**config.mk**
```make
export PLATFORM = sky130hd
export DESIGN_NAME = led_blink_sv
export DESIGN_NICKNAME = d
export VERILOG_FILES = /design/src/rtl/blink_pkg.sv /design/src/rtl/cyc_timer_sv.sv /design/src/rtl/led_blink_sv.sv
export SDC_FILE = /design/constraint.sdc
export NUM_CORES = 1
export LEC_CHECK = 0
export ABC_AREA = 0
export BUFFER_PORTS_ARGS = -buffer_cell sky130_fd_sc_hd__buf_2
export CAP_MARGIN = 5
export CORE_UTILIZATION = 37
export DETAILED_ROUTE_END_ITERATION = 6
export GPL_ROUTABILITY_DRIVEN = 1
export GPL_TIMING_DRIVEN = 0
export SLEW_MARGIN = 20
export SYNTH_ARGS = -nofsm -noshare
export SYNTH_HDL_FRONTEND = slang
export SYNTH_SLANG_ARGS = --single-unit
```
**constraint.sdc**
```tcl
create_clock -name i_sysclk_40 -period 7.56 [get_ports i_sysclk_40]
set_input_delay 1.512 -clock i_sysclk_40 [delete_from_list [all_inputs] [get_ports i_sysclk_40]]
set_output_delay 1.512 -clock i_sysclk_40 [all_outputs]
set_load 0.05 [all_outputs]
```
**src/rtl/blink_pkg.sv**
```systemverilog
// Shared types and helpers for the LED blink controller.
// Holds the FSM state type and the timer width rule.
package blink_pkg;

    typedef enum logic [1:0] {
        IDLE = 2'd0,
        ON   = 2'd1,
        OFF  = 2'd2
    } blink_state_t;

    // Width that holds max(a,b)-1, never below one bit.
    function automatic int tmr_width(int a, int b);
        int m;
        m = (a > b) ? a : b;
        return (m <= 1) ? 1 : $clog2(m);
    endfunction

endpackage

```
**src/rtl/cyc_timer_sv.sv**
```systemverilog
// Loadable down-counter that stops at zero.
// o_done is high whenever the count is zero.
module cyc_timer_sv #(
    parameter int W = 1
) (
    input  logic         i_sysclk_40,
    input  logic         i_rst,
    input  logic         i_load,
    input  logic [W-1:0] i_val,
    output logic         o_done
);

    logic [W-1:0] cnt;

    always_ff @(posedge i_sysclk_40 or posedge i_rst) begin
        if (i_rst) begin
            cnt <= '0;
        end else if (i_load) begin
            cnt <= i_val;
        end else if (cnt != '0) begin
            cnt <= cnt - W'(1);
        end
    end

    assign o_done = (cnt == '0);

endmodule

```
**src/rtl/led_blink_sv.sv**
```systemverilog
// Queued LED blinker: each accepted i_pulse yields one
// ON_CNT-cycle blink followed by an OFF_CNT-cycle gap.
module led_blink_sv #(
    parameter int   ON_CNT          = 8000000,
    parameter int   OFF_CNT         = 8000000,
    parameter int   MAX_PEND        = 7,
    parameter logic ACTIVE_HIGH_LED = 1'b1
) (
    input  logic                              i_sysclk_40,
    input  logic                              i_rst,
    input  logic                              i_pulse,
    output logic                              o_led,
    output logic                              o_busy,
    output logic [$clog2(MAX_PEND+1)-1:0]     o_pend,
    output logic                              o_drop
);

    import blink_pkg::*;

    localparam int TW = tmr_width(ON_CNT, OFF_CNT);
    localparam int PW = $clog2(MAX_PEND + 1);
    localparam logic [TW-1:0] ON_LD  = TW'(ON_CNT - 1);
    localparam logic [TW-1:0] OFF_LD = TW'(OFF_CNT - 1);
    localparam logic [PW-1:0] PMAX   = PW'(MAX_PEND);

    blink_state_t  state;
    blink_state_t  state_nxt;
    logic          tmr_load;
    logic [TW-1:0] tmr_val;
    logic          tmr_done;
    logic          enter_on;
    logic          full;
    logic [PW-1:0] pend_nxt;
    logic          drop_nxt;

    cyc_timer_sv #(.W(TW)) u_tmr (
        .i_sysclk_40 (i_sysclk_40),
        .i_rst       (i_rst),
        .i_load      (tmr_load),
        .i_val       (tmr_val),
        .o_done      (tmr_done)
    );

    always_comb begin
        state_nxt = state;
        tmr_load  = 1'b0;
        tmr_val   = '0;
        unique case (state)
            IDLE: begin
                if (o_pend != '0) begin
                    state_nxt = ON;
                    tmr_load  = 1'b1;
                    tmr_val   = ON_LD;
                end
            end
            ON: begin
                if (tmr_done) begin
                    state_nxt = OFF;
                    tmr_load  = 1'b1;
                    tmr_val   = OFF_LD;
                end
            end
            OFF: begin
                if (tmr_done) begin
                    if (o_pend != '0) begin
                        state_nxt = ON;
                        tmr_load  = 1'b1;
                        tmr_val   = ON_LD;
                    end else begin
                        state_nxt = IDLE;
                    end
                end
            end
            default: state_nxt = IDLE;
        endcase
    end

    // A request is consumed on the edge that starts its blink.
    assign enter_on = (state_nxt == ON) && (state != ON);
    assign full     = (o_pend == PMAX);

    always_comb begin
        pend_nxt = o_pend;
        drop_nxt = 1'b0;
        unique case (1'b1)
            (i_pulse && !enter_on && full):  drop_nxt = 1'b1;
            (i_pulse && !enter_on && !full): pend_nxt = o_pend + PW'(1);
            (!i_pulse && enter_on):          pend_nxt = o_pend - PW'(1);
            default: ;
        endcase
    end

    always_ff @(posedge i_sysclk_40 or posedge i_rst) begin
        if (i_rst) begin
            state  <= IDLE;
            o_pend <= '0;
            o_led  <= ~ACTIVE_HIGH_LED;
            o_busy <= 1'b0;
            o_drop <= 1'b0;
        end else begin
            state  <= state_nxt;
            o_pend <= pend_nxt;
            o_led  <= (state_nxt == ON) ? ACTIVE_HIGH_LED
                                        : ~ACTIVE_HIGH_LED;
            o_busy <= (state_nxt != IDLE);
            o_drop <= drop_nxt;
        end
    end

endmodule

```
==> results.cfg, run 1 <==
[worst_setup_path]
startpoint_type = flip-flop
crit_required_ps = 7700
arrival_ps = 3000
reg2reg_from = u_tmr.cnt[4]
critPathMaxFanout = 5
critPathSlowestCell = nor4_1
ff2ff_path_depth = 8
path_cells = nor4_1 -> nand3_1 -> o21ai_0 -> nand2_1 -> fa_1 -> inv_1 -> a221oi_1 -> a21oi_1
endpoint_kind = flip-flop
slowest_delay_ps = 540
reg2reg_to = o_pend[1]
r2r_slack_ps = 4700
path_class = reg -> reg

[clock_tree]
cts_tree = built
clk_latency_ps = 290
cts_resized = 0
numCtsBuffers = 5
cts_setup_buffers = 0
clkTransAtPathRegs_ps = 60
cts_max_level = 2
clk_path_buf_depth = 2
cts.sinks = 31
cts_hold_buf = 0
cts-root-buf = clkbuf_8

[finish]
syn_to_final_growth_pct = 12.0
antennaDiodeCount = 0
nNetsFinal = 190
drive_above_1_share = 0.130
final_util = 0.445

[grt]
grt_antenna_before_repair = 0
grt_overflow_total = 0
grt_pass1_wl_um = 6040
grt_util_all_layers = 0.179
grt_pass1_vias = 1347
grt_max_degree = 32

[logic_synthesis]
yosys_register_bits = 31
syn_area_per_cell_um2 = 9.68
synth_warnings = 0
synth_cells = 170
synth_enable_flop_cells = 0
synth-main-ff-cell = dfrtp_1
yosysSeqAreaShare = 0.471
async_flop_share = 1.00
synth_fp_nets = 176
synth_cell_types = 41
syn_area_um2 = 1650

[power_and_ir_drop]
swShare = 0.331
peakVddDrop_mv = 0.188
p_seq_frac = 0.441
p_per_area_nw_per_um2 = 231
p_leak_nw = 0.720
internal_power_mw = 0.285
clockPowerShare = 0.337
combPwrFrac = 0.222
switchingPower_mw = 0.141
p_total_mw = 0.426

[die]
rows = 23
fp.dieW_um = 68.7
start_util = 0.397
core_area_um2 = 4140
die_y_um = 68.7
dieArea_um2 = 4720
ios = 9

[detailed_routing]
route.detailed.drc = 0
routed_via_density = 5.57
routedWlPerCell_um = 14.9
final_antenna_net_count = 0
wirelength_um = 3500
dr.pass1.iters = 4
vias = 1310
initialDrtViolationCount = 83

[timing]
setup_violations = 0
final_hold_viol_count = 0
skew_ps = 6.84
fin_crit_ps = 2860
maxSlewViolCount = 0
rsz0062_at_grt = no
max_slew_margin = 0.346
tightest_slew_ps = 969
fmax_mhz = 349
finalCritPeriodShare = 0.379
tns_ps = 0

[min_path]
min_path_type = reg -> reg
hp-start = u_tmr.cnt[22]
hold_depth = 2
hold_end = u_tmr.cnt[22]

[placed_design]
gp_congestion = 0.829
io_buffers = 7
dpl.hpwl_um = 2490

[flow_run]
maxCapViolations = 0

[status]
outcome = completed
==> synthesized netlist by cell type, types with 5 or more instances <==
cell type | n | area (um^2)
dfrtp_1 | 31 | 776
xnor2_1 | 11 | 96.3
nand2_1 | 17 | 63.8
nand3_1 | 5 | 25.0
or4_1 | 5 | 37.5
nor2_1 | 16 | 60.1
nor4_1 | 8 | 50.1
a21oi_1 | 7 | 35.0
inv_1 | 8 | 30.0
xor2_1 | 6 | 52.6
o211ai_1 | 5 | 37.5
nor3_1 | 7 | 35.0
==> cells in the final DEF (no fill, tap or decap), types with 5 or more instances in the layout <==
master     n
dfrtp_1   31
nand2_1   17
nor2_1    16
xnor2_1   11
nor4_1     8
nor3_1     7
a21oi_1    7
inv_1      7
clkbuf_8   7
buf_2      7
xor2_1     6
nand3_1    5
clkbuf_1   5
or4_1      5
o211ai_1   5
==> worst max path at each step <==
stage / end / cells past startpoint / start / slack [ps]
global placement: o_pend[1] / 7 / i_pulse / 4570
finish: o_pend[1] / 8 / u_tmr.cnt[4] / 4700
global route: o_pend[2] / 7 / u_tmr.cnt[4] / 4510
floorplan: o_pend[1] / 7 / i_pulse / 4670
CTS: o_pend[2] / 7 / u_tmr.cnt[4] / 4690
detailed placement: o_pend[2] / 6 / i_pulse / 4540
==> power by group through the flow <==
stage               combinational, mW  sequential [mW]  clock [mW]
CTS                            0.0952            0.187       0.147
global route                    0.106            0.189       0.156
floorplan                      0.0416            0.221           0
global placement               0.0915            0.189           0
detailed placement             0.0949            0.190           0
finish                         0.0947            0.188       0.144
==> sequential cells by signal, indices dropped and copies added, names as in the netlist <==
| register | flops |
|---|---|
| u_tmr.cnt | 23 |
| o_pend | 3 |
| state | 2 |
| o_busy | 1 |
| o_drop | 1 |
| o_led | 1 |
==> stage by stage <==
stage               hold slack (ps)  area, um^2  setup slack, ps  instances
floorplan                       488        1650             4670        170
global placement                513        1740             4570        227
detailed placement              513        1740             4540        227
CTS                             534        1840             4690        235
global route                    561        1840             4510        235
finish                          532        1840             4700        235
==> metal layers <==
layer  track usage  wire (um)  up-vias
met1         0.219       1610      647
met5             0          0        -
met3        0.0461        101        5
met4        0.0964         56        0
met2         0.288       1730       18
li1              -          -      640
==> worst max-delay path, delay by kind of cell, from the launching register on <==
family | cells | cell delay (ps)
AND/OR/NAND/NOR | 3 | 980
AO/OA/AOI/OAI | 3 | 740
adder cells (fa/ha/maj) | 1 | 510
flip-flops | 1 | 440
buffers and inverters | 1 | 50
==> logic make-up (layout without fill, tap and decap cells) <==
family                     count (synthesis)  in the layout  share of synthesized area
and+or+nand+nor                           76             76                      0.254
AOI/OAI and AO/OA                         29             29                      0.121
xor gates and xnor gates                  17             17                     0.0905
DFF                                       31             31                      0.471
muxes                                      1              1                    0.00608
adders and majority gates                  3              3                     0.0274
buffers and inverters                     13             28                     0.0297
==> area by class of cell <==
type	instances	area [um^2]
plain buffers	5	18.8
flip-flops and latches	31	776
fillers	428	2300
repair buffers	7	35.0
multi-input cells	126	821
inverters	8	30.0
clock buffers	8	100
well taps	50	62.6
Power figures use the tool's default switching activity.
==> run 2: changes to the inputs <==
--- a/config.mk
+++ b/config.mk
@@ -5,7 +5,7 @@
 export SDC_FILE = /design/constraint.sdc
 export NUM_CORES = 1
 export LEC_CHECK = 0
-export ABC_AREA = 0
+export ABC_AREA = 1
 export BUFFER_PORTS_ARGS = -buffer_cell sky130_fd_sc_hd__buf_2
 export CAP_MARGIN = 5
 export CORE_UTILIZATION = 37
==> constraint.sdc (replaced) <==
create_clock -name i_sysclk_40 -period 2.89 [get_ports i_sysclk_40]
set_input_delay 0.578 -clock i_sysclk_40 [delete_from_list [all_inputs] [get_ports i_sysclk_40]]
set_output_delay 0.578 -clock i_sysclk_40 [all_outputs]
set_load 0.05 [all_outputs]
==> results.cfg, run 2 <==
[die]
rows = 24
dieArea_um2 = 5140
fp.dieW_um = 71.7
die_y_um = 71.7
start_util = 0.399
core_area_um2 = 4500
ios = 9

[clock_tree]
clkTransAtPathRegs_ps = 70
cts_max_level = 2
cts-root-buf = clkbuf_8
cts_resized = 0
cts_hold_buf = 0
cts.sinks = 31
numCtsBuffers = 5
clk_path_buf_depth = 2
cts_setup_buffers = 0
cts_tree = built
clk_latency_ps = 290

[placed_design]
dpl.hpwl_um = 2880
post-place-ws_ps = 822
io_buffers = 8
gp_congestion = 0.862

[logic_synthesis]
synth_warnings = 0
synthSimpleGateAreaFrac = 0.349
syn_area_um2 = 1800
yosysSeqAreaShare = 0.431
synth_xor_area_frac = 0.0731
synthAdderAreaFrac = 0.0251
synth_enable_flop_cells = 0
synth.most_common_cell = nand2_1
synth_compound_area_frac = 0.0571
synth_fp_nets = 229
synth_cells = 223
synth_mux_area_frac = 0
synth_top_area_cell = dfrtp_1
synth_top_family_by_area = simple AND/OR/NAND/NOR gates
synth-main-ff-cell = dfrtp_1
synth_top_area_frac = 0.431
synth_cell_types = 31
async_flop_share = 1.00
yosys_register_bits = 31
synth_common_cells = nand2_1 (49), nor2_1 (35), dfrtp_1 (31)
syn_area_per_cell_um2 = 8.06
synth_area_leaders = dfrtp_1 (43%), nand2_1 (10%), nor2_1 (7.3%)

[grt]
grt_pass1_wl_um = 6450
grt_util_all_layers = 0.167
grt_pass1_vias = 1381
grt_overflow_total = 0
grt_antenna_before_repair = 0
grt_max_degree = 32

[detailed_routing]
route.detailed.drc = 0
routed_via_density = 4.96
dr.pass1.iters = 4
vias = 1443
routedWlPerCell_um = 12.7
wirelength_um = 3690
initialDrtViolationCount = 74
final_antenna_net_count = 0

[timing]
fin_crit_ps = 2080
finalCritPeriodShare = 0.720
setup_violations = 0
tightest_slew_ps = 646
fmax_mhz = 481
setup_slack_ps = 810
maxSlewViolCount = 0
skew_ps = 3.79
tns_ps = 0
final_hold_viol_count = 0
max_slew_margin = 0.569
rsz0062_at_grt = no

[worst_setup_path]
startpoint_type = flip-flop
path_class = reg -> reg
endpoint_kind = flip-flop
crit_required_ps = 3080
critPathMaxFanout = 5
arrival_ps = 2270

[status]
outcome = completed

[finish]
reg_top3 = u_tmr.cnt: 23 flops, o_pend: 3 flops, state: 2 flops
antennaDiodeCount = 0
fillers = 476
top_register = u_tmr.cnt
largest_reg_flops = 23
drive_above_1_share = 0.151
final_common_cell = nand2_1
layout_common_cells = nand2_1 (49), nor2_1 (35), dfrtp_1 (31), inv_1 (22), nand3_1 (15)
nNetsFinal = 244
multiInputGateArea_um2 = 906
seq_area_um2 = 776
syn_to_final_growth_pct = 10.5

[power_and_ir_drop]
p_leak_nw = 0.884
p_per_area_nw_per_um2 = 509
peakVddDrop_mv = 0.331

[flow_run]
maxCapViolations = 0

[min_path]
min_path_type = in -> async
run 2: layout make-up:
type / count / area share
Multi-Input combinational cell: 165 / 0.456
Tap cell: 52 / 0.0327
Timing Repair Buffer: 8 / 0.0202
Clock inverter: 3 / 0.00756
Inverter: 25 / 0.0472
Buffer: 2 / 0.0113
Sequential cell: 31 / 0.390
Clock buffer: 5 / 0.0346
run 2: metal layers:
layer	wire length [um]	GRT usage	up-vias
li1	-	-	736
met1	1870	0.229	689
met2	1640	0.252	12
met3	126	0.0408	6
met4	51	0.0719	0
met5	0	0	-
run 2: kinds of logic (layout without fill, tap and decap cells):
family | count (synthesis) | count (layout)
compound gates | 16 | 16
buf+inv | 27 | 43
fa+ha+maj | 3 | 3
flops | 31 | 31
xor+xnor | 15 | 15
simple gates | 131 | 131
run 2: report_power, final:
group,internal [mW],switching (mW),leakage [nW],total (mW)
Sequential,0.456,0.0206,0.344,0.477
Combinational,0.0485,0.148,0.492,0.197
Clock,0.165,0.173,0.0477,0.338
Total,0.670,0.342,0.884,1.01
run 2: path summary, 6_finish.rpt:
kind	slack (ps)	to	cells after the start	start
hold reg to reg	520	u_tmr.cnt[0]	2	u_tmr.cnt[0]
setup reg to reg	810	o_pend[2]	12	u_tmr.cnt[0]
setup / recovery	810	o_pend[2]	12	u_tmr.cnt[0]
max in group asynchronous	2100	u_tmr.cnt[5]	2	i_rst
hold / removal	360	u_tmr.cnt[0]	2	i_rst
min in group i_sysclk_40	520	u_tmr.cnt[0]	2	u_tmr.cnt[0]
run 2: critical path, stage by stage (launching register included):
cell and delay [ps]:
dfrtp_1 390, inv_1 170, ha_1 200, nand2_1 60
nor2_2 160, nand3_4 110, nand2_4 110, nand3b_2 130
fa_1 400, inv_1 70, nand2_1 60, nand3_1 70
nand2_1 50
run 2: stage by stage:
step / instance area (um^2) / total power [mW] / util / hold slack [ps] / instances
after floorplan: 1800 / 0.640 / - / 462 / 223
after global placement: 1900 / 0.682 / 0.423 / 495 / 283
after detailed placement: 1900 / 0.685 / 0.423 / 498 / 283
after CTS: 1990 / 1.02 / 0.441 / 406 / 291
after global routing: 1990 / 1.06 / 0.441 / 433 / 291
final: 1990 / 1.01 / 0.441 / 361 / 291
==> run 3: changes to the inputs <==
==> constraint.sdc (replaced) <==
create_clock -name i_sysclk_40 -period 1.9 [get_ports i_sysclk_40]
set_input_delay 0.38 -clock i_sysclk_40 [delete_from_list [all_inputs] [get_ports i_sysclk_40]]
set_output_delay 0.38 -clock i_sysclk_40 [all_outputs]
set_load 0.05 [all_outputs]
==> results.cfg, run 3 (synthesis gave the netlist of run 2 again) <==
[worst_setup_path]
path_cells = nor2_2 -> nand2_2 -> nor2_4 -> nand3_4 -> nand2_4 -> nand3b_4 -> fa_2 -> inv_1 -> nand2_1 -> o21ai_1
reg2reg_to = o_pend[1]
crit_required_ps = 2070
path_class = reg -> reg
reg2reg_from = u_tmr.cnt[8]
arrival_ps = 2030
ff2ff_path_depth = 10
slowest_delay_ps = 520
r2r_slack_ps = 50
critPathSlowestCell = fa_2
startpoint_type = flip-flop
critPathMaxFanout = 4
endpoint_kind = flip-flop

[finish]
largest_reg_flops = 23
nNetsFinal = 261
final_common_cell = nand2_1
seq_area_um2 = 777
layout_common_cells = nand2_1 (45), nor2_1 (30), dfrtp_1 (30), inv_1 (21), buf_4 (17)
top_register = u_tmr.cnt
multiInputGateArea_um2 = 977
reg_top3 = u_tmr.cnt: 23 flops, o_pend: 3 flops, state: 2 flops
syn_to_final_growth_pct = 21.6
drive_above_1_share = 0.258
antennaDiodeCount = 0
fillers = 445

[min_path]
min_path_type = in -> async

[timing]
fin_crit_ps = 1850
max_slew_margin = 0.566
finalCritPeriodShare = 0.975
maxSlewViolCount = 0
tns_ps = 0
setup_violations = 0
tightest_slew_ps = 649
fmax_mhz = 540
skew_ps = 3.18
rsz0062_at_grt = yes
final_hold_viol_count = 0

[detailed_routing]
initialDrtViolationCount = 92
routed_via_density = 4.94
dr.pass1.iters = 4
final_antenna_net_count = 0
vias = 1523
routedWlPerCell_um = 12.7
wirelength_um = 3910
route.detailed.drc = 0

[clock_tree]
numCtsBuffers = 5
clkTransAtPathRegs_ps = 70
cts_hold_buf = 0
cts_tree = built
cts-root-buf = clkbuf_8
clk_latency_ps = 280
cts_max_level = 2
clk_path_buf_depth = 2
cts.sinks = 31

[die]
fp.dieW_um = 71.7
core_area_um2 = 4500
die_y_um = 71.7
dieArea_um2 = 5140
ios = 9
rows = 24
start_util = 0.399

[grt]
grt_util_all_layers = 0.176
grt_overflow_total = 0
grt_pass1_vias = 1449
grt_pass1_wl_um = 6830
grt_antenna_before_repair = 0
grt_max_degree = 32

[flow_run]
maxCapViolations = 0

[placed_design]
dpl.hpwl_um = 2880
io_buffers = 8
gp_congestion = 0.862

[power_and_ir_drop]
p_leak_nw = 0.970
p_total_mw = 1.54
p_per_area_nw_per_um2 = 703
peakVddDrop_mv = 0.577

[status]
outcome = completed
-- run 3: cell types whose count changed in the layout (fill, tap and decap cells not counted), sizes merged --
cell	delta
buf	+17
-- run 3: area by class of cell --
class                      instances  area share
multi-input combinational        165       0.447
sequential                        31       0.355
timing repair buffer              25      0.0767
inverter                          25      0.0429
clock buffer                       5      0.0315
tap                               52      0.0297
buffer                             2      0.0103
clock inverter                     3     0.00686
-- run 3: how the worst max path moves through the flow --
stage | start | to | slack (ps) | cells after the start
6_report | u_tmr.cnt[8] | o_pend[1] | 50 | 10
5_1_grt | u_tmr.cnt[11] | o_pend[1] | -60 | 10
4_1_cts | u_tmr.cnt[4] | o_pend[1] | 2 | 10
3_5_place_dp | u_tmr.cnt[0] | o_pend[2] | -170 | 12
3_3_place_gp | u_tmr.cnt[0] | o_pend[2] | -140 | 12
2_1_floorplan | u_tmr.cnt[0] | o_pend[1] | 3 | 11
-- run 3: routing by layer --
| layer | global-route usage | vias to the layer above | wire, um |
|---|---|---|---|
| li1 | - | 771 | - |
| met1 | 0.240 | 722 | 1920 |
| met2 | 0.267 | 23 | 1790 |
| met3 | 0.0436 | 7 | 129 |
| met4 | 0.0719 | 0 | 67 |
| met5 | 0 | - | 0 |
-- run 3: through the flow --
stage               hold slack (ps)  utilization  area (um^2)  cells  setup slack, ps
floorplan                       462            -         1800    223             3.48
global placement                495        0.423         1900    283             -141
detailed placement              498        0.423         1900    283             -168
CTS                             208        0.460         2070    299             2.07
global route                    237        0.486         2190    308            -56.2
finish                          171        0.486         2190    308             47.4
-- run 3: power by group --
part,total [mW],switching [mW],internal [mW],leakage (nW)
Sequential,0.727,0.0323,0.694,0.343
Clock,0.507,0.257,0.250,0.0477
Combinational,0.304,0.228,0.0762,0.579
-- run 3: what timing repair did --
item                                   in CTS  in global routing
endpoints found under the hold margin       0                  0
pin swaps                                   4                  7
resized for setup                           8                 12
setup endpoints to repair                   2                  2
setup buffers                               8                  9
gates cloned                                0                  0
-- run 3: worst max-delay path, delay by kind of cell (launching register included) --
family | cells | cell delay [ps]
AOI/OAI and AO/OA | 1 | 50
adders and majority gates | 1 | 520
buffers and inverters | 1 | 40
DFF | 1 | 420
and+or+nand+nor | 7 | 720
